--- config.mk ---
export PLATFORM = sky130hd
export DESIGN_NAME = uart_tx_framer
export DESIGN_NICKNAME = d
export VERILOG_FILES = /design/src/rtl/uart_tx_framer.sv
export SDC_FILE = /design/constraint.sdc
export NUM_CORES = 1
export LEC_CHECK = 0
export ABC_AREA = 1
export CAP_MARGIN = 20
export CORE_MARGIN = 2
export CORE_UTILIZATION = 53
export DETAILED_ROUTE_END_ITERATION = 8
export GPL_ROUTABILITY_DRIVEN = 0
export GPL_TIMING_DRIVEN = 0
export HOLD_SLACK_MARGIN = 0.15
export MAX_ROUTING_LAYER = met4
export PLACE_DENSITY = 0.82
export SLEW_MARGIN = 20
export SYNTH_ARGS = -nofsm -noshare
export SYNTH_HDL_FRONTEND = slang
export SYNTH_SLANG_ARGS = --single-unit
--- constraint.sdc ---
create_clock -name clk_10MHz -period 1.45 [get_ports clk_10MHz]
set_input_delay 0.29 -clock clk_10MHz [delete_from_list [all_inputs] [get_ports clk_10MHz]]
set_output_delay 0.29 -clock clk_10MHz [all_outputs]
set_load 0.02 [all_outputs]
--- src/rtl/uart_tx_framer.sv ---
// ---------------------------------------------------------------------------
// uart_tx_framer
// Serial transmitter half of the UART. Bytes arrive through a valid/ready
// handshake into a one-entry holding register and are serialised on tx_po as
// asynchronous frames: start bit, LSB-first data, optional parity, stop bit(s).
// Queuing a byte while the current frame is on the line gives back-to-back
// frames with no idle gap.
//
// Ports:
//   clk_10MHz    in   system clock, all logic on its rising edge
//   rst          in   synchronous active-high reset
//   tx_data_pi   in   byte to transmit, sampled on acceptance
//   tx_start_pi  in   request valid, accepted only while tx_ready_po=1
//   tx_ready_po  out  holding register empty
//   tx_busy_po   out  frame on the line or byte pending
//   tx_done_po   out  one-cycle pulse as a frame's last stop bit completes
//   tx_po        out  serial line (registered), idles high
// ---------------------------------------------------------------------------
module uart_tx_framer #(
  parameter int unsigned CLKS_PER_BIT = 87,
  parameter bit          PARITY_EN    = 1'b0,
  parameter bit          PARITY_ODD   = 1'b0,
  parameter int unsigned STOP_BITS    = 1
) (
  input  logic       clk_10MHz,
  input  logic       rst,
  input  logic [7:0] tx_data_pi,
  input  logic       tx_start_pi,
  output logic       tx_ready_po,
  output logic       tx_busy_po,
  output logic       tx_done_po,
  output logic       tx_po
);

  // Wide enough for STOP_BITS*CLKS_PER_BIT - 1 at the largest legal setting.
  localparam int unsigned CNT_W = 17;
  localparam logic [CNT_W-1:0] BIT_LOAD  = CNT_W'(CLKS_PER_BIT - 1);
  localparam logic [CNT_W-1:0] STOP_LOAD = CNT_W'(STOP_BITS * CLKS_PER_BIT - 1);
  localparam logic [CNT_W-1:0] CNT_ZERO  = {CNT_W{1'b0}};

  typedef enum logic [2:0] {
    ST_IDLE   = 3'd0,
    ST_START  = 3'd1,
    ST_DATA   = 3'd2,
    ST_PARITY = 3'd3,
    ST_STOP   = 3'd4
  } state_e;

  // Even parity is the XOR of the data bits; odd parity is its inverse.
  function automatic logic parity_bit(input logic [7:0] data, input logic odd);
    return (^data) ^ odd;
  endfunction

  state_e           state_q, state_d;
  logic [7:0]       hold_q, hold_d;
  logic             hold_full_q, hold_full_d;
  logic [7:0]       shift_q, shift_d;
  logic [CNT_W-1:0] cnt_q, cnt_d;
  logic [2:0]       idx_q, idx_d;
  logic             tx_q, tx_d;
  logic             end_q, end_d;      // last stop-bit cycle just finished
  logic             done_q, done_d;
  logic             ready_q, ready_d;
  logic             busy_q, busy_d;
  logic             line_s;
  logic             xfer_s;
  logic             accept_s;
  logic             cnt_zero_s;

  assign accept_s   = tx_start_pi & ~hold_full_q;
  assign cnt_zero_s = (cnt_q == CNT_ZERO);

  // Frame sequencer: next state, bit timing, shift/hold transfer and line level.
  always_comb begin
    state_d = state_q;
    shift_d = shift_q;
    cnt_d   = cnt_q;
    idx_d   = idx_q;
    xfer_s  = 1'b0;
    end_d   = 1'b0;
    line_s  = 1'b1;
    case (state_q)
      ST_IDLE: begin
        line_s = 1'b1;
        if (hold_full_q) begin
          xfer_s  = 1'b1;
          shift_d = hold_q;
          cnt_d   = BIT_LOAD;
          state_d = ST_START;
        end else begin
          state_d = ST_IDLE;
        end
      end
      ST_START: begin
        line_s = 1'b0;
        if (cnt_zero_s) begin
          cnt_d   = BIT_LOAD;
          idx_d   = 3'd0;
          state_d = ST_DATA;
        end else begin
          cnt_d = cnt_q - {{(CNT_W-1){1'b0}}, 1'b1};
        end
      end
      ST_DATA: begin
        line_s = shift_q[idx_q];
        if (cnt_zero_s) begin
          if (idx_q == 3'd7) begin
            idx_d   = 3'd0;
            state_d = PARITY_EN ? ST_PARITY : ST_STOP;
            cnt_d   = PARITY_EN ? BIT_LOAD : STOP_LOAD;
          end else begin
            idx_d = idx_q + 3'd1;
            cnt_d = BIT_LOAD;
          end
        end else begin
          cnt_d = cnt_q - {{(CNT_W-1){1'b0}}, 1'b1};
        end
      end
      ST_PARITY: begin
        line_s = parity_bit(shift_q, PARITY_ODD);
        if (cnt_zero_s) begin
          cnt_d   = STOP_LOAD;
          state_d = ST_STOP;
        end else begin
          cnt_d = cnt_q - {{(CNT_W-1){1'b0}}, 1'b1};
        end
      end
      ST_STOP: begin
        line_s = 1'b1;
        if (cnt_zero_s) begin
          end_d = 1'b1;
          if (hold_full_q) begin
            // Chain straight into the next start bit: no idle gap.
            xfer_s  = 1'b1;
            shift_d = hold_q;
            cnt_d   = BIT_LOAD;
            state_d = ST_START;
          end else begin
            cnt_d   = CNT_ZERO;
            state_d = ST_IDLE;
          end
        end else begin
          cnt_d = cnt_q - {{(CNT_W-1){1'b0}}, 1'b1};
        end
      end
      default: begin
        cnt_d   = CNT_ZERO;
        idx_d   = 3'd0;
        state_d = ST_IDLE;
      end
    endcase
  end

  // Holding register and registered status/line outputs.
  always_comb begin
    hold_d      = hold_q;
    hold_full_d = hold_full_q;
    if (accept_s) begin
      // A new byte may land in the same edge the old one leaves.
      hold_d      = tx_data_pi;
      hold_full_d = 1'b1;
    end else if (xfer_s) begin
      hold_full_d = 1'b0;
    end else begin
      hold_full_d = hold_full_q;
    end
    // The line and done pulse lag the sequencer by one register stage, so
    // busy includes end_d to stay high until the done pulse appears.
    tx_d    = line_s;
    done_d  = end_q;
    ready_d = ~hold_full_d;
    busy_d  = hold_full_d | (state_d != ST_IDLE) | end_d;
  end

  // State and datapath registers with synchronous reset.
  always_ff @(posedge clk_10MHz) begin
    if (rst) begin
      state_q     <= ST_IDLE;
      hold_q      <= 8'h00;
      hold_full_q <= 1'b0;
      shift_q     <= 8'h00;
      cnt_q       <= CNT_ZERO;
      idx_q       <= 3'd0;
      tx_q        <= 1'b1;
      end_q       <= 1'b0;
      done_q      <= 1'b0;
      ready_q     <= 1'b1;
      busy_q      <= 1'b0;
    end else begin
      state_q     <= state_d;
      hold_q      <= hold_d;
      hold_full_q <= hold_full_d;
      shift_q     <= shift_d;
      cnt_q       <= cnt_d;
      idx_q       <= idx_d;
      tx_q        <= tx_d;
      end_q       <= end_d;
      done_q      <= done_d;
      ready_q     <= ready_d;
      busy_q      <= busy_d;
    end
  end

  assign tx_po       = tx_q;
  assign tx_done_po  = done_q;
  assign tx_ready_po = ready_q;
  assign tx_busy_po  = busy_q;

endmodule

==> results.toml <==
[run_status]
violations = "negative setup slack"
outcome = "finished with violations"

[worst_setup_path]
worstPathArrival_ns = 1.85
crit_path_max_fanout = 10
path_class = "register to register"
critPathTopFamily = "simple AND/OR/NAND/NOR gates"
critPathRequiredTime_ns = 1.66
path_buf_inv = 3
crit_path_top_delay_cell = "dfxtp_4"
worstPathCellList = "nor2_4 -> inv_4 -> nor2_4 -> nand2_1 -> nand2_2 -> inv_2 -> buf_6 -> o21ai_1 -> a21oi_1"
start_kind = "register"
slowest_delay_ns = 0.37
worstSetupEndpointType = "register"
cpMostUsedCell = "nor2_4"

[synthesis]
syn_avg_cell_area_sq_um = 7.528
syn_area_sq_um = 2318
yosys.cell_types.count = 32
ys_seq_area_frac = 0.3886
synth-async-reset-ratio = 0
synth-warning-count = 0
synth_edf_count = 0
ys_seq_elements = 45
synth_compound_area_frac = 0.1220
syn-num-nets = 323
synth_top_family_by_area = "simple AND/OR/NAND/NOR gates"
synthXorXnorAreaFrac = 0.06422
synth_adder_area_share = 0.02159
synthCells = 308
synthSimpleGateAreaFrac = 0.3233
synthFlopType = "dfxtp_1"
muxShareOfSynthArea = 0

[finish]
area_delta_synth_final_pct = 35.89
nets = 371
n_antenna_cell = 0
finish.utilization = 0.7337
drive_gt1_frac = 0.3810
fillers = 278
fin_cells = 409

[floorplan]
chipWidth_um = 70.14
die_y_um = 70.14
rows = 24
start_util = 0.5399
io_pins = 15
dieArea_sq_um = 4920
core_area_sq_um = 4294

[drt]
postRouteAntennaNets = 0
routed_wl_um = 6970
vias_per_cell = 5.983
drt_pass1_iterations = 5
first_iter_violations = 189
route.detailed.drc = 0
vias = 2447
wl_per_cell_um = 17.04

[placed_design]
dp_hpwl_um = 3405
dp.cells = 373
io_buffers = 13

[global_routing]
grt_pass1_vias = 2089
grtUsageTotal = 0.2443
grt_pass1_wl_um = 9404
grt_max_degree = 15
antenna_found_initial = 0
grt_overflow_total = 0

[cts]
cts_made_buffers = 5
insertion_delay_ns = 0.31
holdBufCountCts = 0
path_clk_slew_ns = 0.09
clock-sinks = 45
clk_path_buf_depth = 2
htree_num_levels = 2
root_buffer = "clkbuf_8"
cts_tree = "built"

[run]
max_cap_violations = 0

[sta]
fin_crit_sh = 1.133
fin_ws_ns = -0.1925
slew_headroom = 0.6843
hold_slack_ns = 0.2215
drv_slew = 0
clock.fmax_mhz = 608.8
setup_viol = 32
finalSetupTns_ns = -3.287
finalClockSkew_ns = 0.007432
tightest_slew_ns = 0.4735
hold_violations = 0
rsz0062_at_grt = "true"
period_needed_ns = 1.643

[hold_path]
hold_path_class = "primary input to register"
==> cell type report <==
class                           instances  area (sq um)  area share
Multi-Input combinational cell        223          1481      0.4702
Sequential cell                        45         924.6      0.2935
Timing Repair Buffer                   41         344.1      0.1092
Inverter                               32         130.1     0.04130
Buffer                                  8         71.32     0.02264
Clock buffer                            5         68.82     0.02184
Clock inverter                          3         65.06     0.02065
Tap cell                               52         65.06     0.02065
==> registers in the layout, summed over array words and instances, names as in the netlist <==
| signal | flops |
|---|---|
| tx_po | 1 |
| idx_q | 3 |
| cnt_q | 17 |
| shift_q | 8 |
| hold_q | 8 |
| hold_full_q | 1 |
| tx_ready_po | 1 |
| tx_done_po | 1 |
| state_q | 3 |
| tx_busy_po | 1 |
| done_d | 1 |
==> routing by layer <==
metal / vias to the layer above / part of all wire / track usage
li1: 1103 / - / -
met1: 1150 / 0.39 / 0.2919
met2: 148 / 0.48 / 0.3979
met3: 46 / 0.079 / 0.04906
met4: 0 / 0.047 / 0.1111
met5: - / 0 / -
==> cells in the mapped netlist, types with 2 or more instances <==
master,count,share of area
nor2_2,12,0.032
nand4_1,8,0.022
nand2_1,37,0.060
nor3_1,6,0.013
dfxtp_1,45,0.39
or2_2,2,0.0054
o21ai_1,2,0.0043
clkbuf_1,3,0.0049
inv_2,2,0.0032
o21ai_0,27,0.058
a31oi_1,2,0.0054
buf_6,3,0.015
o211ai_1,3,0.0097
xor2_1,9,0.034
nor2_4,4,0.019
nand2_4,2,0.0097
xnor2_1,8,0.030
nand3_1,15,0.032
inv_1,30,0.049
nand2_2,8,0.022
nor2_1,50,0.081
ha_1,4,0.022
a21oi_1,17,0.037
==> final timing paths <==
| check | cells after the start | slack (ns) | from | end |
|---|---|---|---|---|
| min | 2 | 0.22 | rst | cnt_q[4] |
| max reg2reg | 9 | -0.19 | state_q[0] | shift_q[5] |
| min reg2reg | 2 | 0.41 | done_d | tx_done_po |
| max | 9 | -0.19 | state_q[0] | shift_q[5] |
==> placed cells by master (no fill, tap or decap), types with 2 or more instances in the layout <==
master / instances
xnor2_1: 8
nand2_1: 26
ha_1: 2
nand3_2: 7
o21ai_0: 23
dlygate4sd2_1: 4
buf_4: 24
inv_4: 4
dfxtp_1: 30
nand4_1: 8
nor2_1: 39
dfxtp_2: 13
a21oi_1: 12
nor3_1: 5
o211ai_1: 3
clkdlybuf4s50_1: 9
a31oi_1: 2
o21ai_1: 4
nor2_2: 10
nand2_4: 9
buf_6: 7
nor2_4: 17
nand3_1: 8
clkbuf_8: 6
or2_2: 2
nand2_2: 12
xor2_1: 9
bufinv_16: 2
clkbuf_1: 2
inv_2: 3
a21oi_2: 6
dfxtp_4: 2
inv_1: 25
o21ai_2: 2
==> logic make-up (layout without fill, tap and decap cells) <==
group                      count (synthesis)  in the layout
adders and majority gates                  4              4
and+or+nand+nor                          149            149
xor gates and xnor gates                  17             17
AOI/OAI and AO/OA                         53             53
buffers and inverters                     40             89
DFF                                       45             45
==> through the flow <==
| step | setup WS [ns] | instance area (sq um) |
|---|---|---|
| final | -0.1925 | 3151 |
| after floorplan | 0.01395 | 2331 |
| after global placement | -0.2086 | 2526 |
| after global routing | -0.2915 | 3151 |
| after detailed placement | -0.2442 | 2526 |
| after CTS | -0.08995 | 2841 |
==> timing repair <==
item                                    CTS  global route
cloned                                    1             1
resized for setup                        29            71
pin swaps                                16            22
setup buffers                            14            12
endpoints found under the setup margin   30            34
Power is not shown: default switching activity piles up to over one toggle a cycle in this logic, so the estimate is an artifact.
